**src/rtl/button_encoder.sv**
```systemverilog
// Player button front end: synchronise, debounce and encode one accepted press
// into a 3-bit area code with a single-cycle valid strobe and release lockout.
module button_encoder #(
    parameter int DEBOUNCE = 16,
    parameter int CNT_W    = 8
) (
    input  logic       clock,
    input  logic       reset,
    input  logic       switch,
    input  logic       finish,
    input  logic [3:0] button,
    output logic [2:0] area_code,
    output logic       area_valid,
    output logic [3:0] pressed,
    output logic       busy
);

    typedef enum logic [1:0] {
        IDLE,
        LOCK,
        DISABLED
    } state_t;

    localparam logic [CNT_W-1:0] CNT_MAX = CNT_W'(DEBOUNCE - 1);

    state_t           state_q, state_d;
    logic [3:0]       sync1_q, sync2_q;
    logic [3:0]       pressed_q, pressed_d;
    logic [3:0]       prev_q;
    logic [CNT_W-1:0] cnt_q [4];
    logic [CNT_W-1:0] cnt_d [4];
    logic [2:0]       area_code_q, area_code_d;
    logic             area_valid_q, area_valid_d;
    logic [3:0]       rise;
    logic [2:0]       sel_code;
    logic             enabled;

    assign enabled = switch && !finish;
    assign rise    = pressed_q & ~prev_q;

    // A level change is accepted only after DEBOUNCE consecutive mismatched cycles.
    always_comb begin
        pressed_d = pressed_q;
        for (int i = 0; i < 4; i++) begin
            cnt_d[i] = '0;
            if (sync2_q[i] != pressed_q[i]) begin
                if (cnt_q[i] == CNT_MAX) begin
                    pressed_d[i] = ~pressed_q[i];
                end else begin
                    cnt_d[i] = cnt_q[i] + 1'b1;
                end
            end
        end
    end

    // Descending scan so the lowest set index wins on simultaneous rises.
    always_comb begin
        sel_code = 3'd0;
        for (int i = 3; i >= 0; i--) begin
            if (rise[i]) begin
                sel_code = 3'(i + 1);
            end
        end
    end

    always_ff @(posedge clock) begin
        if (!reset) begin
            state_q <= IDLE;
        end else begin
            state_q <= state_d;
        end
    end

    always_comb begin
        state_d = state_q;
        if (!enabled) begin
            state_d = DISABLED;
        end else begin
            case (state_q)
                IDLE:     if (rise != 4'b0000) state_d = LOCK;
                LOCK:     if (pressed_q == 4'b0000) state_d = IDLE;
                DISABLED: state_d = (pressed_q != 4'b0000) ? LOCK : IDLE;
                default:  state_d = IDLE;
            endcase
        end
    end

    // The code is wiped when the game is switched off but only frozen at game over.
    always_comb begin
        busy         = (state_q == LOCK);
        area_valid_d = 1'b0;
        area_code_d  = area_code_q;
        if (!switch) begin
            area_code_d = 3'd0;
        end else if (enabled && state_q == IDLE && rise != 4'b0000) begin
            area_code_d  = sel_code;
            area_valid_d = 1'b1;
        end
    end

    always_ff @(posedge clock) begin
        if (!reset) begin
            sync1_q      <= '0;
            sync2_q      <= '0;
            pressed_q    <= '0;
            prev_q       <= '0;
            area_code_q  <= '0;
            area_valid_q <= 1'b0;
            for (int i = 0; i < 4; i++) begin
                cnt_q[i] <= '0;
            end
        end else begin
            sync1_q      <= button;
            sync2_q      <= sync1_q;
            pressed_q    <= pressed_d;
            prev_q       <= pressed_q;
            area_code_q  <= area_code_d;
            area_valid_q <= area_valid_d;
            for (int i = 0; i < 4; i++) begin
                cnt_q[i] <= cnt_d[i];
            end
        end
    end

    assign area_code  = area_code_q;
    assign area_valid = area_valid_q;
    assign pressed    = pressed_q;

endmodule
```
**config.mk**
```make
export PLATFORM = sky130hd
export DESIGN_NAME = button_encoder
export DESIGN_NICKNAME = d
export VERILOG_FILES = /design/src/rtl/button_encoder.sv
export SDC_FILE = /design/constraint.sdc
export NUM_CORES = 1
export LEC_CHECK = 0
export CAP_MARGIN = 10
export CORE_MARGIN = 2
export CORE_UTILIZATION = 40
export CTS_CLUSTER_DIAMETER = 200
export CTS_CLUSTER_SIZE = 24
export DETAILED_ROUTE_END_ITERATION = 16
export DONT_BUFFER_PORTS = 1
export PLACE_DENSITY = 0.58
export SLEW_MARGIN = 15
export SYNTH_ARGS = -nofsm -noshare
export SYNTH_HDL_FRONTEND = slang
export SYNTH_SLANG_ARGS = --single-unit
export TNS_END_PERCENT = 100
```
**constraint.sdc**
```tcl
create_clock -name clock -period 1.2 [get_ports clock]
set_input_delay 0.06 -clock clock [delete_from_list [all_inputs] [get_ports clock]]
set_output_delay 0.06 -clock clock [all_outputs]
set_load 0.03 [all_outputs]
```
[Word-level counts from Yosys, hierarchy flattened]
Memories as Yosys holds them, arrays and structs flattened.
Index checks and enable logic that the tools add are counted.
Storage, ports and cells
  flip-flop bits (word level): 22
  bits in writable memories: 32
  input port bits: 8
  output and inout bits: 9
  memories kept: 1
Cells by class
  $add $sub $neg: 4
  eq/ne operators: 14
  multiplexer cells: 24
  bitwise logic cells: 10
  reduce and logical (&&, ||, !) cells: 16
Memory list
  cnt_q: depth 4, width 8, rd ports 4, clocked after memory_dff 0, wr ports 4, RTL line 30  | logic [CNT_W-1:0] cnt_q [4];
Operators with widths (count)
  2-to-1 mux 8 bit: 12
  adder 8 x 1 -> 8 bit, second input constant: 4
  == test 8 x 4 -> 1 bit, second input constant: 4
  AND reduction 2 bit: 8
  2-to-1 mux 3 bit: 4
  nonzero test 4 bit: 2
  2-to-1 mux 2 bit: 3
  one-hot mux 2 bit (3 select lines): 1
  AND 4 bit: 1
  zero test 4 bit: 1
  2-to-1 mux 1 bit: 4
  != test 1 bit: 4
  inverter 1 bit: 4
  inverter 4 bit: 1
  bitwise OR 1 bit: 4
  logical AND 1 bit: 3
  != test 3 x 2 -> 1 bit, second input constant: 1
  != test 3 bit, second input constant: 1
  == test 2 x 1 -> 1 bit, second input constant: 1
  == test 2 bit, second input constant: 1
  zero test 2 bit: 1
  != test 2 x 1 -> 1 bit, second input constant: 1
  != test 2 bit, second input constant: 1
  zero test 1 bit: 1

[Depth between registers and ports, before layout]
Gate-level depths: netlist of the first run.
  depth in word-level cells: 6
  depth in mapped cells: 5
  gate-level depth less buffers: 5

[Least setup slack after synthesis of the first run]
Ideal clock, no wire load.
  path type: register to register
  start point: reg pressed_q[0], in the netlist pressed[0]
  end point: reg area_code_q[1], in the netlist area_code[1]
  arrival: 1225 ps
  data required time: 1074 ps
  slack: -151 ps
  stages on the path, launching flop included: 5
  period minus slack after synthesis: 1351 ps
  cells stage by stage: dfxtp_1 -> nand2b_1 -> nor2b_4 -> o41ai_1 -> a21oi_1
Between the ends
  word-level cells in the longest chain between the ends: 3
Ends and longest elaborated chain
  start: declaration: RTL line 28  | logic [3:0] pressed_q, pressed_d;
  start signal: assignment: RTL line 115  | pressed_q <= pressed_d;
  AND 4 bit *: RTL line 39  | assign rise = pressed_q & ~prev_q;
  nonzero test 4 bit: RTL line 95  | end else if (enabled && state_q == IDLE && rise != 4'b0000) begin
  logical AND 1 bit: RTL line 95
  end signal: assignment: RTL line 117  | area_code_q <= area_code_d;
  end: declaration: RTL line 32  | logic [2:0] area_code_q, area_code_d;
Mark *: on every way between the ends. The rest lies on a longest branch, timed or not.
A chain may end at the register's enable or synchronous reset.

==> impl_metrics.ini, run 1 <==
[sta]
worst_slew_pin_slew_ns = 0.316
fin_skew_ns = 0.00709
slew_viol_final = 0
rsz0062_at_grt = true
max_slew_margin_pct = 78.8
fin_hold_ws_ns = -0.124
fin_tns_setup_ns = -0.00655
min_period_ns = 1.21
fin_crit_sh_pct = 101
setup_slack_ns = -0.00655
setup-violations-final = 1
hold_viol = 37
fmax_ghz = 0.829

[clock_network]
clock_sinks = 54
h-tree-depth = 2
cts_tree = yes
cts_made_buffers = 5
clock-root-buffer = clkbuf_8
cts_buffer_depth = 2
clk_pin_slew_ns = 0.10
clock_latency_ns = 0.31

[grt]
antenna_found_initial = 0
grt-ovfl-total = 0
gr-usage-all-layers_pct = 13.7
grt_pass1_vias = 1549
grt_pass1_wl_mm = 6.60
grt_max_degree = 29

[detailed_routing]
vias = 1717
wl_mm = 3.93
drc = 0
wl_per_cell_um = 10.9
via_per_inst = 4.76
firstDrtPassIters = 4
drt_iter0_markers = 32
final_antenna_net_count = 0

[setup_path]
crit_chain = nor4_4, buf_4, nor3_1, a21oi_1, nor2_1
setup.worst_path.start_class = flop
critPathKind = flop to flop
critical_path_required_ns = 1.41
crit_path_top_delay_cell = nor4_4
crit_arrival_ns = 1.42
endpoint_kind = flop
slowest_delay_ns = 0.36
path_max_fanout = 2

[pwr]
ir_drop_v = 0.000615
power.density_nw_per_um2 = 1040
total_leakage_power_uw = 0.00118

[layout]
finalNonFillerCells = 361
mostFrequentLayoutCells = 42 x buf_4, 38 x dfxtp_1, 34 x nor2_1
final_nets = 302
drive_above_1_share_pct = 33.3
area_growth_pct = 37.5
antennaDiodeCount = 0
final_common_cell = buf_4
stdcell_area_sq_um = 2990

[synth]
ys_ff_latch = 54
synth-edff-count = 0
netlist.top_cell.by_area = dfxtp_1
yosys_warnings = 0
yosysUniqueCellTypes = 41
yosys_most_used_dff = dfxtp_1
synth_nets = 243
ys_async_sr_fraction_pct = 0
syn_inst = 231
ys_seq_area_share_pct = 49.7
syn_area_sq_um = 2170
netlist.area_leader.share_pct = 49.7
syn_area_per_cell_sq_um = 9.41
synth.top_cells.by_area = dfxtp_1 50%, nor2_1 6.0%, and2_1 4.3%

[floorplan]
die_x_um = 77.7
row_count = 26
initial_core_util_pct = 42.0
fp.coreArea_sq_um = 5170
die_h_um = 77.7
ios = 17
die_area_sq_um = 6040

[flow_run]
cap_violations = 0

[placed_design]
dp_slack_ns = -0.0769
portBuffers = 0
placed_area_sq_um = 2550
dp_cells = 338
dp_hpwl_mm = 2.68
gp_congestion = 0.758

[outcome]
status = complete, but fails checks
violations = negative hold slack, negative setup slack

[hold_path]
hold_path_class = primary input to flop
[cell type report]
type,count,area [sq um]
Timing Repair Buffer,55,447
Sequential cell,54,1100
Clock inverter,1,30.0
Inverter,6,22.5
Multi-Input combinational cell,168,1220
Tap cell,70,87.6
Clock buffer,7,76.3
Fill cell,461,2180
[cell families after synthesis]
| kind of cell | synth area share (%) |
|---|---|
| XOR/XNOR | 8.05 |
| AND/OR/NAND/NOR | 29.3 |
| adder cells (fa/ha/maj) | 2.30 |
| multiplexers | 1.84 |
| flip-flops | 49.7 |
| buffers and inverters | 1.90 |
| AO/OA/AOI/OAI | 6.85 |
[state kept, by name, summed over array words and instances (netlist names)]
name        cells
area_valid      1
area_code       3
state_q         2
prev_q          4
sync2_q         4
sync1_q         4
pressed         4
cnt_q          32
[what timing repair did]
action | CTS | global route
setup endpoints to repair | 16 | 36
hold endpoints to repair | 54 | 36
gates resized for setup | 9 | 36
setup buffers | 0 | 3
pin swaps | 2 | 8
hold buffers | 11 | 1
[through the flow]
stage	util, %	total power (uW)
after global placement	49.4	1920
after global routing	57.8	3230
after CTS	54.3	3130
after floorplan	-	1910
final	57.8	3110
after detailed placement	49.4	1920
[Yosys cell counts (2+ instances only)]
| cell type | instances |
|---|---|
| or3_1 | 2 |
| nand3_1 | 12 |
| mux2i_1 | 4 |
| and2_1 | 15 |
| nand3b_1 | 2 |
| nand2_1 | 13 |
| and3_1 | 2 |
| a21oi_1 | 13 |
| nand4_1 | 4 |
| ha_1 | 4 |
| nor3_1 | 6 |
| clkbuf_1 | 2 |
| o21ai_0 | 4 |
| xor2_1 | 10 |
| nor2_1 | 35 |
| dfxtp_1 | 54 |
| xnor2_1 | 10 |
| nor4_2 | 3 |
| nand2b_1 | 6 |
| inv_1 | 6 |
| nor2b_1 | 4 |
[routing by layer]
| metal | track usage, % | vias up | wire [um] |
|---|---|---|---|
| li1 | - | 895 | - |
| met5 | 0 | - | 0 |
| met1 | 17.3 | 791 | 1890 |
| met3 | 4.07 | 8 | 171 |
| met4 | 6.96 | 0 | 85 |
| met2 | 21.2 | 23 | 1790 |
[path summary, 6_finish.rpt]
kind           startpoint           end  slack, ns  depth (start not counted)
min reg2reg  area_code[1]  area_code[1]       0.48                          2
max reg2reg   cnt_q[0][5]   cnt_q[0][4]     -0.007                          5
min                 reset    area_valid      -0.12                          2
max           cnt_q[0][5]   cnt_q[0][4]     -0.007                          5
[critical path: cells and delay by family (launching register included)]
family	cells	cell delay, ns
AND/OR/NAND/NOR	3	0.45
buffers and inverters	1	0.19
flip-flops	1	0.35
AO/OA/AOI/OAI	1	0.12
[where the power goes]
group	internal [uW]	switching, uW	leakage (uW)
registers	1810	11.4	0.000445
clock network	625	578	0.0000524
logic	56.9	33.0	0.000685
Power figures use the tool's default switching activity.
==> run 2: changes to the inputs <==
--- a/config.mk
+++ b/config.mk
@@ -13,8 +13,9 @@
 export DETAILED_ROUTE_END_ITERATION = 16
 export DONT_BUFFER_PORTS = 1
 export PLACE_DENSITY = 0.58
+export SETUP_SLACK_MARGIN = 0.1
 export SLEW_MARGIN = 15
 export SYNTH_ARGS = -nofsm -noshare
 export SYNTH_HDL_FRONTEND = slang
 export SYNTH_SLANG_ARGS = --single-unit
-export TNS_END_PERCENT = 100
+export TNS_END_PERCENT = 1
==> run 2 against run 1 <==
The flow finishes with violations (negative hold slack). Power fell by 1.2%. First-iteration DRC count rose by 78%. Register-to-register slack improved by 0.03 ns. Non-clock buffer count fell by 2. Critical endpoint is now state_q[0]. Largest cell class unchanged. Highest routed layer unchanged.
==> impl_metrics.ini, run 2 (same netlist as run 1, synthesis figures left out) <==
[floorplan]
fp.coreArea_sq_um = 5170
initial_core_util_pct = 42.0
row_count = 26
ios = 17
die_area_sq_um = 6040
die_h_um = 77.7
die_x_um = 77.7

[sta]
fin_crit_sh_pct = 98.1
fmax_ghz = 0.849
setup_slack_ns = 0.0225
min_period_ns = 1.18
setup-violations-final = 0
rsz0062_at_grt = true
max_slew_margin_pct = 80.0
fin_hold_ws_ns = -0.117
slew_viol_final = 0
worst_slew_pin_slew_ns = 0.298
fin_skew_ns = 0.00727
fin_tns_setup_ns = 0
hold_viol = 38

[layout]
drive_above_1_share_pct = 40.1
post-route-util_pct = 59.6
final_nets = 300
area_growth_pct = 41.7
regMostFlops = cnt_q
antennaDiodeCount = 0
largest_reg_flops = 32
mostFrequentLayoutCells = 37 x buf_4, 33 x dfxtp_1, 32 x nor2_1
fill_cells = 440
final_common_cell = buf_4

[pwr]
p_int_uw = 2470
seq_power_share_pct = 58.9
p_switching_uw = 606
clockPowerShare_pct = 38.1
ir_drop_v = 0.000703
total_leakage_power_uw = 0.00120
pwr-share-comb_pct = 3.0
switching_share_pct = 19.7
power.density_nw_per_um2 = 998

[placed_design]
portBuffers = 0
dp_hpwl_mm = 2.66
gp_congestion = 0.760
dp_slack_ns = -0.0705

[setup_path]
r2r_start = pressed[3]
setup.worst_path.start_class = flop
startpoint = pressed[3]
critical_path_required_ns = 1.40
path_max_fanout = 3
critPathKind = flop to flop
endpoint_kind = flop
r2r_slack_ns = 0.02
crit_path_top_delay_cell = or4_4
crit_arrival_ns = 1.38
r2r-end = state_q[0]
crit_chain = or4_4, a31o_1
slowest_delay_ns = 0.50
ff2ff_path_depth = 2

[outcome]
violations = negative hold slack
status = complete, but fails checks

[detailed_routing]
final_antenna_net_count = 0
vias = 1727
wl_per_cell_um = 11.9
firstDrtPassIters = 4
wl_mm = 4.26
drc = 0
drt_iter0_markers = 57
via_per_inst = 4.81

[clock_network]
cts_buffer_depth = 2
cts_tree = yes
h-tree-depth = 2
clock-root-buffer = clkbuf_8
cts_hold_buf = 8
clk_pin_slew_ns = 0.09
cts_made_buffers = 5
clock_sinks = 54
clock_latency_ns = 0.30

[grt]
grt_pass1_vias = 1518
grt_pass1_wl_mm = 6.49
grt-ovfl-total = 0
grt_max_degree = 29
gr-usage-all-layers_pct = 13.5
antenna_found_initial = 0

[hold_path]
worst_hold_path.num_cells = 2
min_to = area_valid
hold_path_startpoint = reset
hold_path_class = primary input to flop

[flow_run]
cap_violations = 0
==> run 2: timing repair <==
item	4_1_cts	5_1_grt
pin swaps	9	35
buffers inserted	5	0
gates cloned	0	0
setup endpoints to repair	36	40
gates resized for setup	31	45
endpoints found under the hold margin	46	40
==> run 2: how the worst max path moves through the flow <==
stage / end / depth (start not counted) / slack, ns
2_1_floorplan: state_q[0] / 2 / 0.003
3_3_place_gp: cnt_q[3][3] / 4 / -0.02
3_5_place_dp: cnt_q[3][3] / 5 / -0.07
4_1_cts: pressed[2] / 5 / 0.05
5_1_grt: area_code[1] / 4 / -0.03
6_report: state_q[0] / 2 / 0.02
==> run 2: cell type report <==
| class | instances | area (sq um) | share of cell area [%] |
|---|---|---|---|
| Multi-Input combinational cell | 168 | 1290 | 41.9 |
| Sequential cell | 54 | 1120 | 36.3 |
| Timing Repair Buffer | 53 | 453 | 14.7 |
| Tap cell | 70 | 87.6 | 2.84 |
| Clock buffer | 5 | 68.8 | 2.23 |
| Clock inverter | 3 | 40.0 | 1.30 |
| Inverter | 6 | 22.5 | 0.731 |
==> run 2: worst max-delay path: cells and delay by family (launching register included) <==
kind / cells / cell delay, ns
compound gates: 1 / 0.21
simple gates: 1 / 0.50
flops: 1 / 0.36
==> run 2: through the flow <==
stage          total power, uW  instance area, sq um  std cells
2_1_floorplan             1910                  2190        231
3_3_place_gp              1910                  2560        338
3_5_place_dp              1910                  2560        338
4_1_cts                   3120                  2920        359
5_1_grt                   3210                  3080        359
6_report                  3080                  3080        359
==> run 2: metal layers <==
layer  GRT usage [%]  vias to the layer above  wire (um)
met4            5.89                        0         48
met3            4.42                        4        191
met1            16.9                      798       1960
met5               0                        -          0
li1                -                      898          -
met2            20.9                       27       2060
==> run 2: power groups by stage <==
stage	clock network (uW)	registers, uW	logic, uW
3_5_place_dp	0	1860	57.6
5_1_grt	1290	1810	104
3_3_place_gp	0	1860	57.4
6_report	1170	1810	93.8
4_1_cts	1220	1820	84.5
2_1_floorplan	0	1860	51.9
==> run 3: changes to the inputs <==
--- a/config.mk
+++ b/config.mk
@@ -6,6 +6,7 @@
 export NUM_CORES = 1
 export LEC_CHECK = 0
 export CAP_MARGIN = 10
+export CORE_ASPECT_RATIO = 0.9
 export CORE_MARGIN = 2
 export CORE_UTILIZATION = 40
 export CTS_CLUSTER_DIAMETER = 200
==> run 3 against run 2 <==
The run still ends with negative hold slack left. Core utilization down 2.4 points. Cell count down 0.84%. Count of clock-buffer cells in the layout up 1. Register-to-register slack about the same. Die area about the same. Non-clock buffer count unchanged. Power down 3.5%. Via count down 1.2%. Critical endpoint is now cnt_q[0][6].
==> impl_metrics.ini, run 3 (same netlist as run 1, synthesis figures left out) <==
[floorplan]
ios = 17
die_area_sq_um = 6040
fp.coreArea_sq_um = 5260
die_x_um = 81.7
initial_core_util_pct = 41.4
die_h_um = 74.0
row_count = 25

[clock_network]
h-tree-depth = 2
cts_tree = yes
cts_buffer_depth = 2
clk_pin_slew_ns = 0.09
cts_hold_buf = 9
clock_latency_ns = 0.30
clock-root-buffer = clkbuf_8
clock_sinks = 54
cts_made_buffers = 5

[setup_path]
setup.worst_path.start_class = flop
path_max_fanout = 3
crit_arrival_ns = 1.42
critPathKind = flop to flop
endpoint_kind = flop
ff2ff_path_depth = 4
r2r_slack_ns = 0.02
crit_path_top_delay_cell = or3_1
r2r-end = cnt_q[0][6]
crit_chain = ha_4, nand3_2, or3_1, a21oi_2
critical_path_required_ns = 1.44
r2r_start = cnt_q[0][0]
slowest_delay_ns = 0.39

[outcome]
status = complete, but fails checks
violations = negative hold slack

[detailed_routing]
wl_per_cell_um = 11.7
wl_mm = 4.16
firstDrtPassIters = 4
vias = 1707
drt_iter0_markers = 39
drc = 0
via_per_inst = 4.79
final_antenna_net_count = 0

[sta]
fmax_ghz = 0.845
fin_hold_ws_ns = -0.127
max_slew_margin_pct = 79.7
slew_viol_final = 0
hold_viol = 42
setup-violations-final = 0
worst_slew_pin_slew_ns = 0.304
rsz0062_at_grt = true
min_period_ns = 1.18
fin_crit_sh_pct = 98.6
fin_skew_ns = 0.00638

[layout]
post-route-util_pct = 57.1
stdcell_area_sq_um = 3000
regMostFlops = cnt_q
area_growth_pct = 38.1
finalNonFillerCells = 356
largest_reg_flops = 32
final_common_cell = buf_4
antennaDiodeCount = 0
drive_above_1_share_pct = 38.4
final_nets = 300
mostFrequentLayoutCells = 41 x buf_4, 34 x nor2_1, 32 x dfxtp_1

[hold_path]
hold_path_class = primary input to flop
min_to = area_valid
hold_path_startpoint = reset
worst_hold_path.num_cells = 2

[grt]
grt-ovfl-total = 0
grt_max_degree = 29
grt_pass1_vias = 1535
grt.busiest_layer = met2
gr-usage-met3_pct = 3.64
grt_pass1_wl_mm = 6.41
gr-usage-all-layers_pct = 13.7
gr-usage-met2_pct = 21.9
use_met1_pct = 17.4
antenna_found_initial = 0

[placed_design]
dp_cells = 336
placed_area_sq_um = 2560
gp_congestion = 0.791
dp_hpwl_mm = 2.71
portBuffers = 0

[pwr]
power_uw = 2970
ir_drop_v = 0.000610
total_leakage_power_uw = 0.00118
power.density_nw_per_um2 = 988

[flow_run]
cap_violations = 0
[run 3: cell types whose count changed in the layout (fill, tap and decap cells not counted), sizes merged]
cell          delta
bufinv           -1
clkbuf           +1
buf              -1
dlymetal6s4s     +1
[run 3: area by class of cell]
| type | instances | area, sq um |
|---|---|---|
| Clock buffer | 6 | 82.6 |
| Inverter | 6 | 22.5 |
| Tap cell | 67 | 83.8 |
| Fill cell | 495 | 2250 |
| Sequential cell | 54 | 1120 |
| Multi-Input combinational cell | 168 | 1240 |
| Timing Repair Buffer | 53 | 439 |
| Clock inverter | 2 | 17.5 |
[run 3: critical path: cells and delay by family, from the launching register on]
kind / cells / cell delay (ns)
and+or+nand+nor: 2 / 0.47
DFF: 1 / 0.36
AOI/OAI and AO/OA: 1 / 0.15
adders and majority gates: 1 / 0.14
[run 3: how the worst max path moves through the flow]
stage / from / to / slack [ns] / cells past startpoint
after floorplan: pressed[3] / state_q[0] / 0.003 / 2
after global routing: cnt_q[1][7] / pressed[1] / -0.04 / 4
final: cnt_q[0][0] / cnt_q[0][6] / 0.02 / 4
after CTS: pressed[3] / state_q[0] / 0.03 / 2
after global placement: cnt_q[3][4] / cnt_q[3][6] / -0.03 / 4
after detailed placement: cnt_q[3][4] / cnt_q[3][7] / -0.06 / 4
[run 3: layer usage]
layer	up-vias	wire (um)
met5	-	0
met3	7	169
li1	897	-
met2	31	1970
met4	0	81
met1	772	1940
[run 3: repair_timing]
action,4_1_cts,5_1_grt
buffers inserted,3,0
cloned,0,0
hold endpoints to repair,54,45
setup endpoints to repair,36,41
resized for setup,13,49
pin swaps,3,20
[run 3: per-stage QoR]
stage                     setup TNS (ns)  setup slack [ns]
after global routing              -0.165           -0.0428
after floorplan                        0           0.00274
final                                  0            0.0167
after global placement           -0.0983           -0.0257
after detailed placement          -0.338           -0.0579
after CTS                              0            0.0287
[run 3: power by group]
| group | internal (uW) | switching [uW] |
|---|---|---|
| Sequential | 1800 | 12.3 |
| Clock | 476 | 587 |
| Combinational | 57.0 | 35.7 |
| Total | 2330 | 635 |
